## src/rtl/rocc_arb_pkg.sv

```systemverilog
// Shared types and constants for the RoCC command arbiter and its response tag FIFO.
package rocc_arb_pkg;

  localparam int unsigned XD_BIT         = 14;
  localparam int unsigned DefNumReq      = 2;
  localparam int unsigned DefTransIdBits = 3;
  localparam int unsigned DefReqIdxBits  = $clog2(DefNumReq);

  localparam logic [0:0] IDLE = 1'b0;
  localparam logic [0:0] SEND = 1'b1;

  // Tag field widths follow the package defaults; the arbiter parameters must match them.
  typedef struct packed {
    logic                      killed;
    logic [DefReqIdxBits-1:0]  req_idx;
    logic [DefTransIdBits-1:0] trans_id;
  } rocc_tag_t;

  function automatic logic instr_xd(input logic [31:0] instr);
    return instr[XD_BIT];
  endfunction

endpackage

```

## src/rtl/rocc_tag_fifo.sv

```systemverilog
// In-order FIFO of response tags; kill_all_i marks every stored entry as killed.
module rocc_tag_fifo
  import rocc_arb_pkg::*;
#(
  parameter int unsigned Depth = 4
) (
  input  logic                   clk_i,
  input  logic                   rst_ni,
  input  logic                   push_i,
  input  rocc_tag_t              tag_i,
  input  logic                   pop_i,
  input  logic                   kill_all_i,
  output rocc_tag_t              head_o,
  output logic                   empty_o,
  output logic [$clog2(Depth):0] count_o
);

  localparam int unsigned PtrW = $clog2(Depth);
  localparam int unsigned CntW = PtrW + 1;

  rocc_tag_t       mem_q [Depth];
  rocc_tag_t       mem_d [Depth];
  logic [PtrW-1:0] wr_ptr_q, wr_ptr_d;
  logic [PtrW-1:0] rd_ptr_q, rd_ptr_d;
  logic [CntW-1:0] count_q, count_d;
  logic            full;
  logic            push_en;
  logic            pop_en;

  assign empty_o = (count_q == '0);
  assign full    = (count_q == CntW'(Depth));
  assign pop_en  = pop_i & ~empty_o;
  // A full FIFO still accepts a push when the head leaves in the same cycle.
  assign push_en = push_i & (~full | pop_en);
  assign head_o  = mem_q[rd_ptr_q];
  assign count_o = count_q;

  always_comb begin
    mem_d = mem_q;
    if (kill_all_i) begin
      for (int i = 0; i < int'(Depth); i++) begin
        mem_d[i].killed = 1'b1;
      end
    end
    if (push_en) begin
      mem_d[wr_ptr_q] = tag_i;
    end
    wr_ptr_d = wr_ptr_q + PtrW'(push_en);
    rd_ptr_d = rd_ptr_q + PtrW'(pop_en);
    count_d  = count_q + CntW'(push_en) - CntW'(pop_en);
  end

  always_ff @(posedge clk_i or negedge rst_ni) begin
    if (!rst_ni) begin
      mem_q    <= '{default: '0};
      wr_ptr_q <= '0;
      rd_ptr_q <= '0;
      count_q  <= '0;
    end else begin
      mem_q    <= mem_d;
      wr_ptr_q <= wr_ptr_d;
      rd_ptr_q <= rd_ptr_d;
      count_q  <= count_d;
    end
  end

endmodule

```

## src/rtl/rocc_cmd_arbiter.sv

```systemverilog
// Round-robin sharing of one RoCC command/response port between NUM_REQ requesters,
// with in-order response steering through a tag FIFO.
module rocc_cmd_arbiter
  import rocc_arb_pkg::*;
#(
  parameter int unsigned NUM_REQ         = DefNumReq,
  parameter int unsigned TRANS_ID_BITS   = DefTransIdBits,
  parameter int unsigned MAX_OUTSTANDING = 4
) (
  input  logic                               clk_i,
  input  logic                               rst_ni,
  input  logic                               flush_i,
  input  logic [NUM_REQ-1:0]                 req_valid_i,
  output logic [NUM_REQ-1:0]                 req_ready_o,
  input  logic [NUM_REQ*64-1:0]              req_rs1_i,
  input  logic [NUM_REQ*64-1:0]              req_rs2_i,
  input  logic [NUM_REQ*32-1:0]              req_instr_i,
  input  logic [NUM_REQ*TRANS_ID_BITS-1:0]   req_trans_id_i,
  output logic                               cmd_valid_o,
  input  logic                               cmd_ready_i,
  output logic [63:0]                        cmd_rs1_o,
  output logic [63:0]                        cmd_rs2_o,
  output logic [31:0]                        cmd_instr_o,
  input  logic                               resp_valid_i,
  output logic                               resp_ready_o,
  input  logic [63:0]                        resp_data_i,
  output logic [NUM_REQ-1:0]                 rsp_valid_o,
  output logic [63:0]                        rsp_data_o,
  output logic [TRANS_ID_BITS-1:0]           rsp_trans_id_o,
  output logic                               busy_o,
  output logic                               spurious_o
);

  localparam int unsigned IdxW  = $clog2(NUM_REQ);
  localparam int unsigned CntW  = $clog2(MAX_OUTSTANDING) + 1;
  localparam int unsigned CredW = CntW + 1;

  logic [0:0]               state_q, state_d;
  logic [IdxW-1:0]          rr_ptr_q, rr_ptr_d;
  logic [63:0]              rs1_q, rs1_d;
  logic [63:0]              rs2_q, rs2_d;
  logic [31:0]              instr_q, instr_d;
  logic [TRANS_ID_BITS-1:0] tid_q, tid_d;
  logic [IdxW-1:0]          idx_q, idx_d;

  logic                     sending;
  logic [CredW-1:0]         credits_used;
  logic                     credit_ok;
  logic [NUM_REQ-1:0]       eligible;
  logic                     grant_en;
  logic                     grant_vld;
  logic                     grant;
  logic [IdxW-1:0]          grant_idx;

  logic                     fifo_push;
  logic                     fifo_pop;
  logic                     fifo_empty;
  logic [CntW-1:0]          fifo_count;
  rocc_tag_t                push_tag;
  rocc_tag_t                head_tag;

  assign sending = (state_q == SEND);

  // A held xd command that has not yet been accepted already owns a credit.
  assign credits_used = {1'b0, fifo_count} + CredW'(sending & instr_xd(instr_q));
  assign credit_ok    = credits_used < CredW'(MAX_OUTSTANDING);

  always_comb begin
    for (int i = 0; i < int'(NUM_REQ); i++) begin
      eligible[i] = req_valid_i[i] & (~req_instr_i[i*32 + int'(XD_BIT)] | credit_ok);
    end
  end

  assign grant_en = ~flush_i & (~sending | cmd_ready_i);

  // Scan downwards so the candidate closest to the pointer is the last one written.
  always_comb begin
    grant_vld = 1'b0;
    grant_idx = '0;
    for (int off = int'(NUM_REQ) - 1; off >= 0; off--) begin
      if (eligible[(int'(rr_ptr_q) + off) % int'(NUM_REQ)]) begin
        grant_vld = 1'b1;
        grant_idx = IdxW'((int'(rr_ptr_q) + off) % int'(NUM_REQ));
      end
    end
  end

  assign grant = grant_en & grant_vld;

  always_comb begin
    for (int i = 0; i < int'(NUM_REQ); i++) begin
      req_ready_o[i] = grant & (grant_idx == IdxW'(i));
    end
  end

  always_comb begin
    state_d  = state_q;
    rr_ptr_d = rr_ptr_q;
    rs1_d    = rs1_q;
    rs2_d    = rs2_q;
    instr_d  = instr_q;
    tid_d    = tid_q;
    idx_d    = idx_q;

    if (grant) begin
      rs1_d    = req_rs1_i[grant_idx*64 +: 64];
      rs2_d    = req_rs2_i[grant_idx*64 +: 64];
      instr_d  = req_instr_i[grant_idx*32 +: 32];
      tid_d    = req_trans_id_i[grant_idx*TRANS_ID_BITS +: TRANS_ID_BITS];
      idx_d    = grant_idx;
      rr_ptr_d = (grant_idx == IdxW'(NUM_REQ - 1)) ? '0 : grant_idx + IdxW'(1);
    end

    if (flush_i) begin
      state_d = IDLE;
    end else if (grant) begin
      state_d = SEND;
    end else if (sending && cmd_ready_i) begin
      state_d = IDLE;
    end
  end

  always_ff @(posedge clk_i or negedge rst_ni) begin
    if (!rst_ni) begin
      state_q  <= IDLE;
      rr_ptr_q <= '0;
      rs1_q    <= '0;
      rs2_q    <= '0;
      instr_q  <= '0;
      tid_q    <= '0;
      idx_q    <= '0;
    end else begin
      state_q  <= state_d;
      rr_ptr_q <= rr_ptr_d;
      rs1_q    <= rs1_d;
      rs2_q    <= rs2_d;
      instr_q  <= instr_d;
      tid_q    <= tid_d;
      idx_q    <= idx_d;
    end
  end

  assign fifo_push = sending & cmd_ready_i & instr_xd(instr_q) & ~flush_i;
  assign fifo_pop  = resp_valid_i & ~fifo_empty;

  always_comb begin
    push_tag          = '0;
    push_tag.killed   = 1'b0;
    push_tag.req_idx  = idx_q;
    push_tag.trans_id = tid_q;
  end

  rocc_tag_fifo #(
    .Depth (MAX_OUTSTANDING)
  ) u_tag_fifo (
    .clk_i      (clk_i),
    .rst_ni     (rst_ni),
    .push_i     (fifo_push),
    .tag_i      (push_tag),
    .pop_i      (fifo_pop),
    .kill_all_i (flush_i),
    .head_o     (head_tag),
    .empty_o    (fifo_empty),
    .count_o    (fifo_count)
  );

  always_comb begin
    for (int i = 0; i < int'(NUM_REQ); i++) begin
      rsp_valid_o[i] = fifo_pop & ~head_tag.killed & (head_tag.req_idx == IdxW'(i));
    end
  end

  assign rsp_data_o     = resp_data_i;
  assign rsp_trans_id_o = head_tag.trans_id;
  assign spurious_o     = resp_valid_i & fifo_empty;
  assign resp_ready_o   = 1'b1;
  assign busy_o         = sending | ~fifo_empty;
  assign cmd_valid_o    = sending;
  assign cmd_rs1_o      = rs1_q;
  assign cmd_rs2_o      = rs2_q;
  assign cmd_instr_o    = instr_q;

endmodule

```

## config.mk

```make
export PLATFORM = sky130hd
export DESIGN_NAME = rocc_cmd_arbiter
export DESIGN_NICKNAME = d
export VERILOG_FILES = /design/src/rtl/rocc_arb_pkg.sv /design/src/rtl/rocc_tag_fifo.sv /design/src/rtl/rocc_cmd_arbiter.sv
export SDC_FILE = /design/constraint.sdc
export NUM_CORES = 1
export LEC_CHECK = 0
export ABC_AREA = 1
export ABC_CLOCK_PERIOD_IN_PS = 2450
export CAP_MARGIN = 20
export CORE_AREA = 4 4 246 248
export CTS_CLUSTER_SIZE = 8
export DETAILED_ROUTE_END_ITERATION = 10
export DIE_AREA = 0 0 250 252
export GPL_TIMING_DRIVEN = 0
export HOLD_SLACK_MARGIN = 0.02
export PLACE_DENSITY = 0.45
export SETUP_SLACK_MARGIN = 0.05
export SLEW_MARGIN = 10
export SYNTH_ARGS = -nofsm -noshare
export SYNTH_HDL_FRONTEND = slang
export SYNTH_SLANG_ARGS = --single-unit
```

## constraint.sdc

```tcl
create_clock -name clk_i -period 2.45 [get_ports clk_i]
set_clock_uncertainty 0.15 [all_clocks]
set_input_delay 0.245 -clock clk_i [delete_from_list [all_inputs] [get_ports clk_i]]
set_output_delay 0.245 -clock clk_i [all_outputs]
set_load 0.005 [all_outputs]
```

==> metrics.md, run 1 <==
| Metric | Value |
|---|---|
| Mean Syn Cell Area | 7.24 um^2 |
| Most used DFF post-synth | dfrtp_1 |
| Post-synth cell types | 31 |
| Status | finished clean |
| DRT antenna net count | 0 |
| Clock network power share | 17.5% |
| Power per cell area | 888 nW/um^2 |
| Met2 WL | 26.3 mm |
| Worst hold-check path type | input pin to async pin |
| Critical Path RT | 2.06 ns |
| CP Capture Type | primary output |
| Startpoint Class | register |
| First-pass GRT wire length | 74.0 mm |
| Area delta synth->final | 71.4% |
| Pin count of the biggest net entering global routing | 94 |
| DP Area | 17300 um^2 |
| DR WL met3 | 3.28 mm |
| Number of global-route vias before repair | 12.0k |
| PortBufs | 566 |
| IO Count | 632 |
| Std cell rows | 89 |
| GPL Wtd Cong | 0.905 |
| CTS max path bufs | 2 |
| Cell family with most CP delay | simple AND/OR/NAND/NOR gates |
| DR vias/cell | 3.98 |
| Root buf cell | clkbuf_16 |
| Number of synthesized flops with an enable pin | 0 |
| Int Power | 10.0 mW |
| Die width | 250 um |
| Initial DRC count | 544 |
| Hold Vio Cnt, Final | 0 |
| Die Y | 252 um |
| Setup violators final | 0 |
| Sw frac | 37.7% |
| Metal-1 WL | 20.2 mm |
| Top sig layer | met5 |
| Skew-Pair Late Insertion Delay | 0.49 ns |
| Final global-route overflow total | 0 |
| CTS tree | built |
| Core footprint | 58500 um^2 |
| Finished Layout Cells | 2854 |
| Share of layout cells above drive strength 1 | 11.4% |
| Post-Synthesis Cells | 1462 |
| Final wirelength | 50.8 mm |
| GRT Total Usage | 15.6% |
| Initial antenna violation count | 7 |
| Clk slew on worst S/H paths | 0.08 ns |
| Most frequent cells in the layout | nand2_1, clkdlybuf4s50_1, dfrtp_1 |
| WP depth | 11 |
| Peak supply drop | 0.000559 V |
| Register Area | 4830 um^2 |
| WP buf/inv | 3 |
| Async set or reset register ratio after synthesis | 100% |
| Final core utilization | 31.0% |
| Worst Max-Slew Pin Slew | 0.607 ns |
| TritonCTS Sinks | 193 |
| Period utilisation layout | 96.2% |
| Fin area | 18100 um^2 |
| Mapped Nets | 1865 |
| Setup CP Type | register to primary output |
| Crit-path cells | buf_6 > nand4_1 > nand2_1 > nand3_4 > nand2_4 > nand2_2 > nand2_2 > nand2_4 > buf_8 > nor2_1 > buf_2 |
| Crit path DAT | 1.96 ns |
| Wirelength per Cell | 17.8 um |
| CP Max Fanout | 5 |
| Total power | 16.1 mW |
| Reg power frac | 32.6% |
| Warnings from Yosys | 0 |
| Most common cell after layout, fill and taps aside | nand2_1 |
| Sequential area share after synthesis | 45.6% |
| Min Clock Period, post-route | 2.36 ns |
| Unrepaired setup endpoints after global routing | true |
| HPWL Detailed | 39.8 mm |
| Relative slew margins | 59.5% |
| Multi-input gate area | 4600 um^2 |
| Min Hold Slack | 0.172 ns |
| Via count | 11.4k |
| R2r worst-path depth | 12 |
| Mapped Area | 10600 um^2 |
| Static leakage | 8.91 nW |
| Fmax achieved | 424 MHz |
| Die area | 63000 um^2 |
| Initial Utilization | 18.1% |
| Pins over their slew limit | 0 |
| CP max stage cell | dfrtp_1 |
| Post-layout nets | 2468 |
| Max incr delay on CP | 0.38 ns |
| Placed Cells | 2803 |
| Number of remaining DRC errors | 0 |
| H-Tree Depth | 4 |
| Max Cap Violations | 0 |
| Combinational share of power | 49.9% |
| R2R Setup Slk | 0.13 ns |
| Drt pass-1 iters | 5 |
| Fill cell count | 6341 |
| Total net switching power | 6.08 mW |
| CTS Buf Count | 17 |
| FF+latch count, synth | 193 |
==> cell families (layout without fill, tap and decap cells) <==
kind of cell	Yosys count	count (layout)	share of synthesized area [%]
flip-flops	193	193	45.6
AND/OR/NAND/NOR	1038	1038	39.5
adder cells (fa/ha/maj)	6	6	0.780
buffers and inverters	182	797	11.7
XOR/XNOR	3	3	0.248
other	1	5	0.0354
AO/OA/AOI/OAI	39	39	2.08
==> cell type report <==
type	count	area share, %
Timing Repair Buffer	585	32.3
Sequential cell	193	26.6
Multi-Input combinational cell	1087	25.4
Buffer	155	6.76
Tap cell	773	5.33
Clock buffer	19	2.50
Clock inverter	12	0.559
Inverter	26	0.552
Antenna cell	4	0.0552
==> flip-flops by register name, indices dropped and copies added, names as in the netlist, named ones only <==
register,flops
cmd_rs1_o,64
u_tag_fifo.wr_ptr_q,2
u_tag_fifo.count_o,3
tid_q,3
u_tag_fifo.rd_ptr_q,2
idx_q,1
cmd_rs2_o,64
u_tag_fifo.mem_q,4
rr_ptr_q,1
cmd_valid_o,1
cmd_instr_o,32
==> power by group through the flow <==
stage	logic (mW)	clock network, mW	registers, mW
final	8.04	2.82	5.25
after global placement	7.88	0	5.30
after floorplan	3.08	0	5.31
after detailed placement	7.89	0	5.31
after global routing	8.87	3.08	5.44
after CTS	8.19	3.00	5.27
==> per-layer routing <==
metal  vias up  global-route usage [%]
met5         -                       0
met4         6                    4.80
met3        47                    5.04
met2       319                    28.1
met1      5310                    17.7
li1       5691                       -
==> worst paths after layout <==
path / from / to
max in group asynchronous: rst_ni / cmd_rs1_o[54]
hold / removal: rst_ni / cmd_rs2_o[41]
hold reg to reg: u_tag_fifo.mem_q[14] / u_tag_fifo.mem_q[14]
min in group clk_i: cmd_ready_i / cmd_valid_o
setup / recovery: u_tag_fifo.count_o[1] / req_ready_o[0]
setup reg to reg: u_tag_fifo.count_o[1] / cmd_rs2_o[7]
==> through the flow <==
step / setup TNS, ns / setup WS (ns)
after floorplan: 0 / 0.517
after global placement: -1592.89 / -8.20
after detailed placement: -18.08 / -0.500
after CTS: 0 / 0.0186
after global routing: -0.0688 / -0.0342
final: 0 / 0.0929
==> timing repair <==
item / CTS / global route
hold buffers: 2 / 0
pin swaps: 8 / 13
buffers inserted: 15 / 0
gates resized for setup: 54 / 27
endpoints found under the hold margin: 100 / 0
setup endpoints to repair: 121 / 130
gates cloned: 0 / 0
==> worst min-delay path, delay by kind of cell <==
family	cells	cell delay [ns]
buf+inv	3	1.00
==> Yosys cell counts (2+ instances only) <==
cell	instances	share of area (%)
o21ai_0	25	1.2
nor3_1	3	0.14
buf_2	43	2.0
inv_1	24	0.85
xor2_1	2	0.17
nand3_1	157	7.4
nand3_2	12	1.1
nand2_1	849	30
a21oi_1	4	0.19
buf_1	6	0.21
nor2_1	14	0.50
dfrtp_1	193	46
o22ai_1	3	0.18
ha_1	5	0.59
buf_6	31	3.3
inv_2	2	0.071
clkbuf_1	6	0.21
buf_4	69	4.9
o21a_1	2	0.14
Power figures use the tool's default switching activity.
==> run 2, diff against run 1 <==
Settings changed: CORE_AREA 4 4 246 248 to 2 2 244 246, CTS_CLUSTER_SIZE 8 to not set, DIE_AREA 0 0 250 252 to 0 0 246 248.
==> metrics.md, run 2 (same netlist as run 1, synthesis figures left out) <==
| Metric | Value |
|---|---|
| Status | finished clean |
| Area delta synth->final | 72.0% |
| Most frequent cells in the layout | nand2_1, clkdlybuf4s50_1, dfrtp_1 |
| Unrepaired setup endpoints after global routing | true |
| H-Tree Depth | 4 |
| Via count | 11.4k |
| Die width | 246 um |
| CTS max path bufs | 2 |
| WP buf/inv | 2 |
| DRT antenna net count | 0 |
| Number of remaining DRC errors | 0 |
| Share of layout cells above drive strength 1 | 11.4% |
| Relative slew margins | 59.9% |
| Initial Utilization | 18.1% |
| Setup violators final | 0 |
| PortBufs | 566 |
| Period utilisation layout | 96.0% |
| Power per cell area | 889 nW/um^2 |
| GPL Wtd Cong | 0.907 |
| Die Y | 248 um |
| DP Area | 17300 um^2 |
| Skew-Pair Late Insertion Delay | 0.48 ns |
| DR vias/cell | 3.98 |
| CTS Buf Count | 17 |
| IO Count | 632 |
| Startpoint Class | register |
| Post-layout nets | 2466 |
| Wirelength per Cell | 16.9 um |
| Hold Vio Cnt, Final | 0 |
| Most frequent CP cell | nand2_2 |
| TritonCTS Sinks | 193 |
| Fin area | 18200 um^2 |
| Setup CP Type | register to primary output |
| HPWL Detailed | 37.9 mm |
| CP max stage cell | dfrtp_1 |
| GRT Total Usage | 15.5% |
| CP Capture Type | primary output |
| CTS tree | built |
| Clk slew on worst S/H paths | 0.08 ns |
| Pin count of the biggest net entering global routing | 95 |
| Initial antenna violation count | 9 |
| Most common cell after layout, fill and taps aside | nand2_1 |
| CP Max Fanout | 4 |
| Die area | 61000 um^2 |
| Register Area | 4830 um^2 |
| Static leakage | 8.92 nW |
| Initial DRC count | 516 |
| Peak supply drop | 0.000534 V |
| Min Clock Period, post-route | 2.35 ns |
| Final wirelength | 48.2 mm |
| Std cell rows | 89 |
| First-pass GRT wire length | 70.0 mm |
| Fmax achieved | 425 MHz |
| Worst Max-Slew Pin Slew | 0.600 ns |
| Cell family with most CP delay | simple AND/OR/NAND/NOR gates |
| Final core utilization | 31.1% |
| Core footprint | 58500 um^2 |
| Worst hold-check path type | input pin to async pin |
| Drt pass-1 iters | 4 |
| Pins over their slew limit | 0 |
| Number of global-route vias before repair | 11.4k |
| Max Cap Violations | 0 |
| Critical Path RT | 2.06 ns |
| Fill cell count | 6278 |
| Multi-input gate area | 4610 um^2 |
| Crit-path cells | nand2_2 > nor2_4 > nand3_2 > nand3_4 > nand2_4 > nand2_2 > nand2_2 > nand2_4 > buf_8 > nor2_4 > buf_6 |
| Max incr delay on CP | 0.43 ns |
| Root buf cell | clkbuf_16 |
| Crit path DAT | 1.96 ns |
| Final global-route overflow total | 0 |
## run 2: where the power goes
group / internal (mW) / switching (mW)
logic: 4.16 / 3.78
clock network: 1.55 / 1.43
registers: 4.48 / 0.781
## run 2: path summary, 6_finish.rpt
kind / slack (ns) / cells after the start / to / from
min in group clk_i: 0.23 / 5 / cmd_rs1_o[27] / req_rs1_i[27]
max in group asynchronous: 0.98 / 3 / cmd_rs2_o[12] / rst_ni
worst min register to register: 0.33 / 1 / u_tag_fifo.mem_q[4] / u_tag_fifo.mem_q[4]
worst max register to register: 0.21 / 13 / cmd_instr_o[8] / cmd_instr_o[14]
worst max-delay path: 0.1 / 11 / req_ready_o[0] / cmd_instr_o[14]
worst min-delay path: 0.21 / 3 / cmd_rs2_o[40] / rst_ni
## run 2: routing by layer
metal,vias up,GRT usage (%),routed length [um]
met4,2,5.31,1160
met1,5277,18.0,19400
met2,336,26.7,24300
met3,53,4.96,3350
met5,-,0,13
li1,5690,-,-
## run 2: tightest hold or removal path, cell delays in order
cell           delay, ns
dlygate4sd3_1       0.56
buf_8               0.14
buf_16              0.32
## run 2: what timing repair did
action / in CTS / in global routing
buffers inserted: 12 / 0
pin swaps: 8 / 14
endpoints found under the hold margin: 193 / 0
setup endpoints to repair: 119 / 135
gates resized for setup: 43 / 52
gates cloned: 1 / 0
hold buffers: 2 / 0
## run 2: layout make-up
cell class,instances,area share [%]
clock inverters,13,0.845
clock buffers,19,2.43
multi-input cells,1087,25.3
diodes,4,0.0550
plain buffers,155,6.83
flip-flops and latches,193,26.5
inverters,26,0.577
well taps,773,5.31
repair buffers,583,32.1
## run 2: through the flow
step	setup slack [ns]	hold slack, ns	power [mW]	TNS, ns	cells
finish	0.0979	0.214	16.2	0	2853
global route	-0.0564	0.221	17.5	-0.109	2851
CTS	0.0279	0.169	16.4	0	2849
detailed placement	-0.458	-0.0750	13.1	-22.51	2803
global placement	-8.08	0.308	13.1	-1578.21	2801
floorplan	0.517	-0.201	8.39	0	1462
